==> config.mk <==
export PLATFORM = sky130hd
export DESIGN_NAME = washing_phase_timer
export DESIGN_NICKNAME = d
export VERILOG_FILES = /design/src/rtl/washing_phase_timer.sv
export SDC_FILE = /design/constraint.sdc
export NUM_CORES = 1
export LEC_CHECK = 0
export CAP_MARGIN = 30
export CORE_AREA = 2 2 79 81
export DETAILED_ROUTE_END_ITERATION = 12
export DIE_AREA = 0 0 81 83
export HOLD_SLACK_MARGIN = 0.12
export PLACE_DENSITY = 0.57
export SLEW_MARGIN = 20
export SYNTH_ARGS = -nofsm -noshare
export SYNTH_HDL_FRONTEND = slang
export SYNTH_SLANG_ARGS = --single-unit
==> constraint.sdc <==
create_clock -name clk -period 3 [get_ports clk]
set_input_delay 0.6 -clock clk [delete_from_list [all_inputs] [get_ports clk]]
set_output_delay 0.6 -clock clk [all_outputs]
set_load 0.05 [all_outputs]
==> src/rtl/washing_phase_timer.sv <==
// Phase timer for the washing_machine controller: times each commanded phase
// from a duration table and drives the controller's *_done levels.
module washing_phase_timer #(
  parameter int TICK_DIV = 4,
  parameter int CNT_W    = 16
) (
  input  logic             clk,
  input  logic             reset,
  input  logic             fill_water,
  input  logic             wash,
  input  logic             rinse,
  input  logic             spin,
  input  logic             drain,
  input  logic             dry,
  input  logic             pause,
  input  logic [1:0]       temp_select,
  input  logic [1:0]       cloth_type,
  input  logic [1:0]       cycle_duration,
  output logic             fill_done,
  output logic             wash_done,
  output logic             rinse_done,
  output logic             spin_done,
  output logic             drain_done,
  output logic             dry_done,
  output logic [CNT_W-1:0] remaining,
  output logic [2:0]       phase_id,
  output logic             multi_cmd_err
);

  localparam int PW = (TICK_DIV > 1) ? $clog2(TICK_DIV) : 1;
  localparam logic [PW-1:0] PRESC_LAST = PW'(TICK_DIV - 1);
  localparam logic [63:0] CNT_MAX = (64'd1 << CNT_W) - 64'd1;

  localparam logic [2:0] PH_NONE  = 3'd0;
  localparam logic [2:0] PH_FILL  = 3'd1;
  localparam logic [2:0] PH_WASH  = 3'd2;
  localparam logic [2:0] PH_RINSE = 3'd3;
  localparam logic [2:0] PH_SPIN  = 3'd4;
  localparam logic [2:0] PH_DRAIN = 3'd5;
  localparam logic [2:0] PH_DRY   = 3'd6;

  typedef enum logic [1:0] {
    IDLE = 2'd0,
    LOAD = 2'd1,
    RUN  = 2'd2,
    DONE = 2'd3
  } state_t;

  state_t           state_q, state_d;
  logic [2:0]       phase_q, phase_d;
  logic [CNT_W-1:0] rem_q, rem_d;
  logic [PW-1:0]    presc_q, presc_d;
  logic [5:0]       done_q, done_d;
  logic             err_q;

  logic [5:0]       cmds;
  logic [2:0]       sel_phase;
  logic             any_cmd;

  // Durations are formed in 32 bits and clamped to the counter width.
  function automatic logic [CNT_W-1:0] sat_cnt(input logic [31:0] v);
    if ({32'd0, v} > CNT_MAX) return {CNT_W{1'b1}};
    return CNT_W'(v);
  endfunction

  function automatic logic [2:0] select_phase(input logic [5:0] c);
    if (c[0]) return PH_FILL;
    if (c[1]) return PH_WASH;
    if (c[2]) return PH_RINSE;
    if (c[3]) return PH_SPIN;
    if (c[4]) return PH_DRAIN;
    if (c[5]) return PH_DRY;
    return PH_NONE;
  endfunction

  function automatic logic [CNT_W-1:0] phase_dur(input logic [2:0] ph,
                                                 input logic [1:0] cyc,
                                                 input logic [1:0] tmp,
                                                 input logic [1:0] cloth);
    logic [31:0] d;
    d = 32'd0;
    case (ph)
      PH_FILL:  d = 32'd8;
      PH_WASH:  d = ((32'(cyc) + 32'd1) << 4) + (32'(tmp) << 2);
      PH_RINSE: d = 32'd8;
      PH_SPIN: begin
        case (cloth)
          2'b00:   d = 32'd8;
          2'b11:   d = 32'd2;
          default: d = 32'd4;
        endcase
      end
      PH_DRAIN: d = 32'd4;
      PH_DRY:   d = cloth[1] ? 32'd6 : 32'd12;
      default:  d = 32'd0;
    endcase
    return sat_cnt(d);
  endfunction

  function automatic logic [5:0] done_mask(input logic [2:0] ph);
    case (ph)
      PH_FILL:  return 6'b000001;
      PH_WASH:  return 6'b000010;
      PH_RINSE: return 6'b000100;
      PH_SPIN:  return 6'b001000;
      PH_DRAIN: return 6'b010000;
      PH_DRY:   return 6'b100000;
      default:  return 6'b000000;
    endcase
  endfunction

  assign cmds      = {dry, drain, spin, rinse, wash, fill_water};
  assign sel_phase = select_phase(cmds);
  assign any_cmd   = |cmds;

  // Abort / phase-change checks outrank pause and the tick countdown.
  always_comb begin
    state_d = state_q;
    phase_d = phase_q;
    rem_d   = rem_q;
    presc_d = presc_q;
    done_d  = 6'b000000;
    case (state_q)
      IDLE: begin
        rem_d   = '0;
        phase_d = PH_NONE;
        presc_d = '0;
        if (any_cmd) begin
          state_d = LOAD;
          phase_d = sel_phase;
        end
      end
      default: begin
        if (!any_cmd) begin
          state_d = IDLE;
          phase_d = PH_NONE;
          rem_d   = '0;
          presc_d = '0;
        end else if (sel_phase != phase_q) begin
          state_d = LOAD;
          phase_d = sel_phase;
          rem_d   = '0;
          presc_d = '0;
        end else begin
          case (state_q)
            LOAD: begin
              state_d = RUN;
              rem_d   = phase_dur(phase_q, cycle_duration, temp_select, cloth_type);
              presc_d = '0;
            end
            RUN: begin
              if (!pause) begin
                if (presc_q == PRESC_LAST) begin
                  presc_d = '0;
                  rem_d   = rem_q - CNT_W'(1);
                  if (rem_q == CNT_W'(1)) begin
                    state_d = DONE;
                    done_d  = done_mask(phase_q);
                  end
                end else begin
                  presc_d = presc_q + PW'(1);
                end
              end
            end
            DONE: done_d = done_mask(phase_q);
            default: state_d = IDLE;
          endcase
        end
      end
    endcase
  end

  always_ff @(posedge clk or posedge reset) begin
    if (reset) state_q <= IDLE;
    else       state_q <= state_d;
  end

  always_ff @(posedge clk or posedge reset) begin
    if (reset) begin
      phase_q <= PH_NONE;
      rem_q   <= '0;
      presc_q <= '0;
      done_q  <= 6'b000000;
      err_q   <= 1'b0;
    end else begin
      phase_q <= phase_d;
      rem_q   <= rem_d;
      presc_q <= presc_d;
      done_q  <= done_d;
      err_q   <= ($countones(cmds) > 1);
    end
  end

  assign fill_done     = done_q[0];
  assign wash_done     = done_q[1];
  assign rinse_done    = done_q[2];
  assign spin_done     = done_q[3];
  assign drain_done    = done_q[4];
  assign dry_done      = done_q[5];
  assign remaining     = rem_q;
  assign phase_id      = phase_q;
  assign multi_cmd_err = err_q;

  a_done_onehot: assert property (@(posedge clk) disable iff (reset) $onehot0(done_q));
  a_done_only_in_done: assert property (@(posedge clk) disable iff (reset)
                                        (done_q != 6'b000000) |-> (state_q == DONE));

endmodule

==> results.json, run 1 <==
{
  "status": "completed",
  "dieArea_mm2": 0.00672,
  "grt_max_degree": 31,
  "finalCritPeriodShare_pct": 91.9,
  "crit_chain": "clkdlybuf4s50_1, fa_1, inv_1, fa_1, nor2b_1, fa_1, or2_2",
  "critPathKind": "primary input to register",
  "dieHeight_um": 83,
  "rrSetupSlack_ns": 0.89,
  "dr.pass1.iters": 4,
  "syn_avg_cell_area_um2": 8.81,
  "port_buffers": 40,
  "reg2regPathDepth": 8,
  "design_power_total_mw": 1.38,
  "crit_required_ns": 3.17,
  "vias": 1858,
  "grt_pass1_vias": 1778,
  "maxCapViolCount": 0,
  "slew-limit-headroom_pct": 56.8,
  "critical_path.max_fanout": 2,
  "mostFrequentLayoutCell": "clkdlybuf4s50_1",
  "ys_types": 50,
  "finalClockSkew_ns": 0.00698,
  "cp-end-kind": "register",
  "synth_edf_count": 0,
  "worstReg2RegStart": "state_q[0]",
  "finalNetCount": 305,
  "cp.depth": 7,
  "start_kind": "primary input",
  "ios": 41,
  "grt_overflow": 0,
  "drtIter0Drc": 101,
  "core-area_mm2": 0.00582,
  "cts_tree": "built",
  "die_w_um": 81,
  "ctsHoldBuffers": 0,
  "ir_worst_vdd_mv": 0.263,
  "placementRows": 28,
  "htreeDepth": 2,
  "cts-root-buf": "clkbuf_8",
  "worst-path-buf-inv": 2,
  "grt_pass1_wl_um": 8430,
  "track_usage_pct": 15.8,
  "place.gp.congestion": 0.824,
  "antennaDiodeCount": 0,
  "power_density_mw_per_mm2": 526,
  "cpMostUsedCell": "fa_1",
  "timing.final.max_slew_violations": 0,
  "antenna_found_initial": 0,
  "final_area_mm2": 0.00263,
  "drtAntennaViolNets": 0,
  "wl_met1_um": 2270,
  "start_util_pct": 34.7,
  "viasPerCell": 5.28,
  "clk_path_buf_depth": 2,
  "arrival_ns": 2.93,
  "cp_slowest_stage_delay_ns": 0.54,
  "top_layer": "met4",
  "area_growth_pct": 30.4,
  "cts_resized": 0,
  "routed_wl_um": 4890,
  "netlist_instances": 229,
  "synth_ff_type": "dfrtp_1",
  "synthArstFlopShare_pct": 100,
  "rr_endpoint": "remaining[11]",
  "drc": 0,
  "seq_area_frac_synth_pct": 37.2,
  "wl_per_cell_um": 13.9,
  "layout_min_cycle_time_ns": 2.76,
  "dr_wl_met3_um": 211,
  "slowest_stage": "fa_1",
  "synth_warnings": 0,
  "fmax_mhz": 363,
  "wl_met2_um": 2310,
  "hold_violations": 0,
  "syn_nets": 258,
  "setup_viol": 0,
  "dpl_cell_area_mm2": 0.00254,
  "rsz0062_at_grt": "no",
  "syn_area_mm2": 0.00202,
  "clkSinkCount": 30,
  "cts_setup_buffers": 0,
  "layout-drive-gt1-share_pct": 9.39,
  "crit_path_end": "multi_cmd_err",
  "crit_family": "adder cells",
  "path_clk_slew_ns": 0.07,
  "hold_path_class": "register to register",
  "leakagePower_nw": 1.10,
  "dpl.hpwl_um": 3650,
  "worstSkewPairLatency_ns": 0.29,
  "max_slew.worst_pin.slew_ns": 0.642,
  "cts_buffers": 5,
  "ys_seq_elements": 30,
  "layout_common_cells": "clkdlybuf4s50_1, dfrtp_1, nor2_1",
  "critPathLaunch": "fill_water"
}
-- through the flow --
step / setup TNS [ns] / hold slack, ns / setup WS, ns / instances / utilization (%)
finish: 0 / 0.529 / 0.242 / 352 / 45.3
floorplan: 0 / 0.525 / 0.468 / 229 / -
global route: 0 / 0.559 / 0.144 / 352 / 45.3
CTS: 0 / 0.530 / 0.240 / 352 / 45.3
detailed placement: -0.0879 / 0.521 / -0.0879 / 344 / 43.7
global placement: -0.0311 / 0.520 / -0.0311 / 344 / 43.7
-- cells in the mapped netlist (7+ instances only) --
| cell | instances | share of area, % |
|---|---|---|
| o21ai_0 | 11 | 2.7 |
| nor2b_1 | 7 | 2.2 |
| nand2_1 | 15 | 2.8 |
| inv_1 | 18 | 3.3 |
| ha_1 | 11 | 6.8 |
| dfrtp_1 | 30 | 37 |
| nor2_1 | 26 | 4.8 |
| nor3_1 | 12 | 3.0 |
| a21oi_1 | 11 | 2.7 |
| nor4_1 | 8 | 2.5 |
-- per-layer routing --
metal,vias up,GRT usage (%)
li1,930,-
met1,874,21.4
met2,46,24.3
met3,8,3.59
met4,0,6.16
met5,-,0
-- report_power, final --
group          switching (mW)  leakage, nW  internal, mW  total, mW
Clock                   0.156       0.0482         0.185      0.341
Sequential             0.0348        0.405         0.432      0.467
Combinational           0.365        0.643         0.211      0.576
-- sequential cells by signal (all words and copies together), names as in the netlist --
register,count
remaining,16
done_q,6
phase_id,3
presc_q,2
state_q,2
multi_cmd_err,1
-- cells by family after synthesis --
| logic type | synth area share, % |
|---|---|
| AND/OR/NAND/NOR | 26.7 |
| AO/OA/AOI/OAI | 19.7 |
| flip-flops | 37.2 |
| buffers and inverters | 5.27 |
| adder cells (fa/ha/maj) | 9.80 |
| XOR/XNOR | 0.868 |
| multiplexers | 0.496 |
-- cell type report --
type                       count  area (um2)
clock buffer                   7        86.3
clock inverter                 1        5.00
fill                         615        3180
inverter                      18        67.6
multi-input combinational    172        1160
sequential                    30         751
tap                           75        93.8
timing repair buffer          49         468
-- worst min-delay path by stage --
stage	start	to	slack, ns	cells past startpoint
final	remaining[12]	remaining[12]	0.53	1
after CTS	remaining[12]	remaining[12]	0.53	1
after global placement	remaining[12]	remaining[12]	0.52	1
after detailed placement	remaining[12]	remaining[12]	0.52	1
after floorplan	state_q[0]	state_q[0]	0.53	1
after global routing	remaining[15]	remaining[15]	0.56	1
(Power assumes the default switching activity.)
==> run 2: changes to the inputs <==
--- a/config.mk
+++ b/config.mk
@@ -11,6 +11,7 @@
 export DIE_AREA = 0 0 81 83
 export HOLD_SLACK_MARGIN = 0.12
 export PLACE_DENSITY = 0.57
+export SKIP_CTS_REPAIR_TIMING = 1
 export SLEW_MARGIN = 20
 export SYNTH_ARGS = -nofsm -noshare
 export SYNTH_HDL_FRONTEND = slang
==> results of run 2 <==
Final layout, timing and power as in run 1 (identical DEF).
==> run 3: changes to the inputs <==
--- a/config.mk
+++ b/config.mk
@@ -7,6 +7,7 @@
 export LEC_CHECK = 0
 export CAP_MARGIN = 30
 export CORE_AREA = 2 2 79 81
+export CTS_CLUSTER_SIZE = 25
 export DETAILED_ROUTE_END_ITERATION = 12
 export DIE_AREA = 0 0 81 83
 export HOLD_SLACK_MARGIN = 0.12
==> results of run 3 <==
Final layout, timing and power as in run 1 (identical DEF).
